`config.mk`:
```
export PLATFORM = sky130hd
export DESIGN_NAME = tdc_hit_scheduler
export DESIGN_NICKNAME = d
export VERILOG_FILES = /design/src/rtl/tdc_hit_scheduler.sv
export SDC_FILE = /design/constraint.sdc
export NUM_CORES = 1
export LEC_CHECK = 0
export ABC_AREA = 1
export ABC_CLOCK_PERIOD_IN_PS = 4300
export CORE_MARGIN = 3
export CORE_UTILIZATION = 50
export CTS_BUF_LIST = sky130_fd_sc_hd__clkbuf_8 sky130_fd_sc_hd__clkbuf_16
export CTS_CLUSTER_DIAMETER = 100
export DETAILED_ROUTE_END_ITERATION = 10
export GPL_TIMING_DRIVEN = 0
export PLACE_DENSITY = 0.77
export SYNTH_ARGS = -nofsm -noshare
export SYNTH_HDL_FRONTEND = slang
export SYNTH_SLANG_ARGS = --single-unit
```
`constraint.sdc`:
```
create_clock -name Clk -period 4.3 [get_ports Clk]
set_input_delay 0.645 -clock Clk [delete_from_list [all_inputs] [get_ports Clk]]
set_output_delay 0.645 -clock Clk [all_outputs]
set_load 0.01 [all_outputs]
```
`src/rtl/tdc_hit_scheduler.sv`:
```
// tdc_hit_scheduler
// Collects hit words from NCH TDC encoder channels into one-entry holding
// registers and drains them round-robin onto a single valid/ready stream.
// Encoders cannot be stalled, so a strobe that finds its holding register
// occupied (and not being drained that same cycle) is dropped and counted.

module tdc_hit_scheduler #(
    parameter int NCH = 4,
    parameter int CHW = 2
) (
    input  logic                 Clk,
    input  logic                 Reset,
    input  logic [NCH-1:0]       chEnable,
    input  logic [NCH-1:0]       hitStrobe,
    input  logic [32*NCH-1:0]    hitData,
    input  logic                 outReady,
    input  logic                 clearDrop,
    output logic                 outValid,
    output logic [32+CHW-1:0]    outData,
    output logic [NCH-1:0]       hitPending,
    output logic [7:0]           dropCount,
    output logic                 dropFlag
);

    logic [31:0]        hold_q [NCH];
    logic [NCH-1:0]     pend_q;
    logic [NCH-1:0]     pend_d;
    logic [NCH-1:0]     grant_vec;
    logic [NCH-1:0]     accept_vec;
    logic [NCH-1:0]     drop_vec;
    logic               out_free;
    logic               grant_any;
    logic [CHW-1:0]     grant_idx;
    logic [CHW:0]       scan_idx;
    logic [CHW-1:0]     rr_ptr_q;
    logic [CHW-1:0]     rr_ptr_d;
    logic               out_valid_q;
    logic [32+CHW-1:0]  out_data_q;
    logic [7:0]         drop_cnt_q;
    logic [7:0]         drop_cnt_d;
    logic               drop_flag_q;
    logic               drop_flag_d;
    logic [8:0]         drop_sum;

    // The output register can take a new word when empty or being consumed.
    assign out_free = !out_valid_q || outReady;

    // Rotating-priority search: first pending channel at or above rr_ptr, wrapping.
    always_comb begin
        grant_vec = '0;
        grant_idx = '0;
        grant_any = 1'b0;
        scan_idx  = '0;
        if (out_free) begin
            for (int k = 0; k < NCH; k++) begin
                scan_idx = {1'b0, rr_ptr_q} + (CHW+1)'(k);
                if (scan_idx >= (CHW+1)'(NCH)) begin
                    scan_idx = scan_idx - (CHW+1)'(NCH);
                end
                if (!grant_any && pend_q[scan_idx[CHW-1:0]]) begin
                    grant_any                      = 1'b1;
                    grant_idx                      = scan_idx[CHW-1:0];
                    grant_vec[scan_idx[CHW-1:0]]   = 1'b1;
                end
            end
        end
    end

    // Per-channel accept/drop decision. A register being granted this cycle
    // is effectively empty, so a simultaneous strobe refills it.
    for (genvar gi = 0; gi < NCH; gi++) begin : g_ch
        logic hit_valid;
        assign hit_valid      = hitStrobe[gi] & chEnable[gi];
        assign accept_vec[gi] = hit_valid & (~pend_q[gi] | grant_vec[gi]);
        assign drop_vec[gi]   = hit_valid & pend_q[gi] & ~grant_vec[gi];
    end

    // Pending flags: granted channels clear, accepted strobes set (set wins).
    always_comb begin
        pend_d = (pend_q & ~grant_vec) | accept_vec;
    end

    // Pointer moves just past the granted channel.
    always_comb begin
        rr_ptr_d = rr_ptr_q;
        if (grant_any) begin
            if (grant_idx == CHW'(NCH - 1)) begin
                rr_ptr_d = '0;
            end else begin
                rr_ptr_d = grant_idx + CHW'(1);
            end
        end
    end

    // Drop accounting: add this cycle's drops with saturation; clear wins.
    always_comb begin
        drop_sum = {1'b0, drop_cnt_q};
        for (int i = 0; i < NCH; i++) begin
            drop_sum = drop_sum + {8'd0, drop_vec[i]};
        end
        drop_cnt_d  = (drop_sum > 9'd255) ? 8'd255 : drop_sum[7:0];
        drop_flag_d = drop_flag_q | (|drop_vec);
        if (clearDrop) begin
            drop_cnt_d  = '0;
            drop_flag_d = 1'b0;
        end
    end

    // Holding registers capture the channel slice on an accepted strobe.
    always_ff @(posedge Clk) begin
        for (int i = 0; i < NCH; i++) begin
            if (Reset) begin
                hold_q[i] <= '0;
            end else if (accept_vec[i]) begin
                hold_q[i] <= hitData[32*i +: 32];
            end
        end
    end

    // Pending flags, arbitration pointer and drop statistics.
    always_ff @(posedge Clk) begin
        if (Reset) begin
            pend_q      <= '0;
            rr_ptr_q    <= '0;
            drop_cnt_q  <= '0;
            drop_flag_q <= 1'b0;
        end else begin
            pend_q      <= pend_d;
            rr_ptr_q    <= rr_ptr_d;
            drop_cnt_q  <= drop_cnt_d;
            drop_flag_q <= drop_flag_d;
        end
    end

    // Output register: load on grant, empty when consumed with nothing to grant,
    // otherwise hold stable under backpressure.
    always_ff @(posedge Clk) begin
        if (Reset) begin
            out_valid_q <= 1'b0;
            out_data_q  <= '0;
        end else if (grant_any) begin
            out_valid_q <= 1'b1;
            out_data_q  <= {grant_idx, hold_q[grant_idx]};
        end else if (out_free) begin
            out_valid_q <= 1'b0;
        end
    end

    assign outValid   = out_valid_q;
    assign outData    = out_data_q;
    assign hitPending = pend_q;
    assign dropCount  = drop_cnt_q;
    assign dropFlag   = drop_flag_q;

endmodule

```
==> results.toml <==
[synthesis]
synth_top_area_share_pct = 42.3
syn_nets = 1277
synth_cell_types = 35
yosys-top-cells-area = "edfxtp_1 (42%), inv_1 (12%), dfxtp_1 (11%)"
yosysMostFrequentCell = "inv_1"
ys_seq_area_share_pct = 53.3
ys_async_sr_fraction_pct = 0
synth_cells = 1124
yosysWarningCount = 0
synth_top_area_cell = "edfxtp_1"
synthTopCellsByCount = "inv_1 (281), nor2_1 (208), nand2_1 (190)"
avgSynthCellArea_um2 = 8.09
ys.flop_type = "edfxtp_1"
synth_edf_count = 128
synth_seq_cells = 178
synth_area_mm2 = 0.00909

[drt]
routed_wl_um = 24800
dr_total_vias = 7631
drt-pass1-iter-count = 5
drc = 0
routed_via_density = 4.87
drt_iter0_drc = 651
post_drt_wl_per_cell_um = 15.8
final_antenna_net_count = 0

[sta]
rsz0062_at_grt = "false"
skew_ns = 0.00913
hold_slack_ns = 0.482
fmax_ghz = 0.256
fin_crit_ns = 3.91
tightest_slew_ns = 0.910
fin_crit_sh_pct = 90.9
timing.final.hold_violations = 0
relSlewSlack_pct = 39.1
setup_violations = 0
slew_viol_final = 0
tns_ns = 0

[cells_and_area]
nFillCells = 1440
finalNonFillerCells = 1568
syn_to_final_growth_pct = 30.0
n_antenna_cell = 0
fin_area_mm2 = 0.0118
drive_above_1_share_pct = 7.74
nets = 1483

[placement]
io_buffers = 187
placed_cells = 1536
placed_cell_area_mm2 = 0.0113
dp_hpwl_um = 18000
gpl.final_weighted_congestion = 0.912

[hold_path]
hold_path_class = "flop to flop"
hold_start = "outData[33]$_SDFFE_PP0P_"
whs_endpoint = "outData[33]$_SDFFE_PP0P_"
hold_depth = 2

[power]
p_leak_nw = 5.73
power.total_mw = 7.56
irDropWorstVdd_mv = 0.588
powerDensity_mw_per_mm2 = 640

[global_route]
grt_max_degree = 33
globalRoute.totalOverflow = 0
grtUsageTotal_pct = 24.9
grt_pass1_wl_um = 38300
antenna_found_initial = 0
grt_pass1_vias = 7304

[cts]
clkTransAtPathRegs_ns = 0.07
cts_made_buffers = 17
cts_num_sinks = 178
cts_tree = "done"
cts.htree.levels = 4
cts_resized = 0
postCtsSetupBuffers = 0
clockBufferDepth = 2
clk-insertion-delay-late_ns = 0.43
cts_hold_buf = 0
cts_root_buf = "clkbuf_16"

[setup_path]
r2r_cells = 24
path_cells = "buf_6 > inv_6 > ha_4 > inv_1 > nand3_1 > nand2_2 > nand2_1 > nor2_2 > nand3_1 > nand3_1 > nand2_1 > nand2_1 > fa_1 > fa_1 > inv_1 > fa_1 > nand3_1 > nor2_1 > nand2_1 > nor2_1 > nand2_2 > o21ai_0 > o21ai_0 > inv_1"
required_ns = 4.68
regToRegSetupSlack_ns = 0.39
crit_path_max_fanout = 11
start_kind = "flop"
timing.rr.end = "dropCount[5]$_SDFF_PP0_"
critPathKind = "flop to flop"
crit_path_top_delay_cell = "fa_1"
r2r_start = "rr_ptr_q[0]$_SDFFE_PP0P_"
cp-end-kind = "flop"
cp.arrival_ns = 4.29
cpPeakStageDelay_ns = 0.45

[die]
core_area_mm2 = 0.0175
chipWidth_um = 141
initial_core_util_pct = 51.9
io_pins = 188
std_cell_rows = 48
die_area_mm2 = 0.0198
fp.dieH_um = 141

[run]
max_cap_violations = 0

[run_status]
status = "completed"
==> where the power goes <==
part	total [mW]	internal [mW]	switching, mW
logic	3.89	1.42	2.47
clock network	1.43	0.745	0.681
registers	2.24	2.11	0.130
==> per-layer routing <==
layer / vias to the layer above / global-route usage, % / share of wire [%]
met3: 49 / 3.93 / 7.5
met1: 3445 / 33.7 / 42
li1: 3809 / - / -
met4: 0 / 8.87 / 2.8
met5: - / 0 / 0
met2: 328 / 40.9 / 48
==> cells by family (layout without fill, tap and decap cells) <==
kind of cell               Yosys count  after routing  synth area share [%]
AOI/OAI and AO/OA                   59             59                  4.28
xor gates and xnor gates             3              3                 0.289
and+or+nand+nor                    537            537                  24.9
DFF                                178            178                  53.3
adders and majority gates           13             13                  2.04
buffers and inverters              334            553                  15.2
==> sequential cells by signal (all words and copies together) (netlist names) <==
signal / count
outData: 34
outValid: 1
rr_ptr_q: 2
dropCount: 8
hold_q: 128
hitPending: 4
dropFlag: 1
==> worst max-delay path by stage <==
stage	endpoint	depth (start not counted)	startpoint	slack (ns)
floorplan	dropCount[5]$_SDFF_PP0_	24	rr_ptr_q[0]$_SDFFE_PP0P_	0.74
global placement	dropCount[5]$_SDFF_PP0_	24	rr_ptr_q[1]$_SDFFE_PP0P_	0.19
detailed placement	dropCount[5]$_SDFF_PP0_	23	rr_ptr_q[1]$_SDFFE_PP0P_	0.17
CTS	dropCount[5]$_SDFF_PP0_	23	rr_ptr_q[1]$_SDFFE_PP0P_	0.15
global route	dropCount[5]$_SDFF_PP0_	24	rr_ptr_q[1]$_SDFFE_PP0P_	0.06
finish	dropCount[5]$_SDFF_PP0_	24	rr_ptr_q[0]$_SDFFE_PP0P_	0.39
==> cell type report <==
type | count | area, um2 | area share, %
clock buffer | 17 | 425 | 3.60
buffer | 48 | 307 | 2.59
multi-input combinational | 612 | 2900 | 24.5
timing repair buffer | 187 | 1870 | 15.8
clock inverter | 15 | 110 | 0.931
tap | 225 | 282 | 2.38
inverter | 286 | 1080 | 9.12
sequential | 178 | 4850 | 41.0
==> cells in the final DEF (no fill, tap or decap), types with 6 or more instances in the layout <==
cell type        instances
clkdlybuf4s50_1        187
nand3_1                115
edfxtp_1               128
inv_1                  282
buf_6                   11
nor2_1                 207
nand2_1                184
o21bai_1                31
clkbuf_16               17
nand3_2                  6
buf_2                   29
nand2_2                 14
ha_1                     9
a21oi_1                 14
dfxtp_1                 48
==> per-stage QoR <==
stage	setup slack [ns]	utilization, %
3_5_place_dp	0.168	64.2
3_3_place_gp	0.192	64.1
6_report	0.391	67.4
4_1_cts	0.152	67.3
5_1_grt	0.0617	67.4
2_1_floorplan	0.737	-
==> worst max-delay path: cells and delay by family, from the launching register on <==
kind	cells	cell delay, ns
AOI/OAI and AO/OA	2	0.19
adders and majority gates	4	1.35
buffers and inverters	5	0.47
DFF	1	0.39
and+or+nand+nor	13	1.45
(Power assumes the default switching activity.)
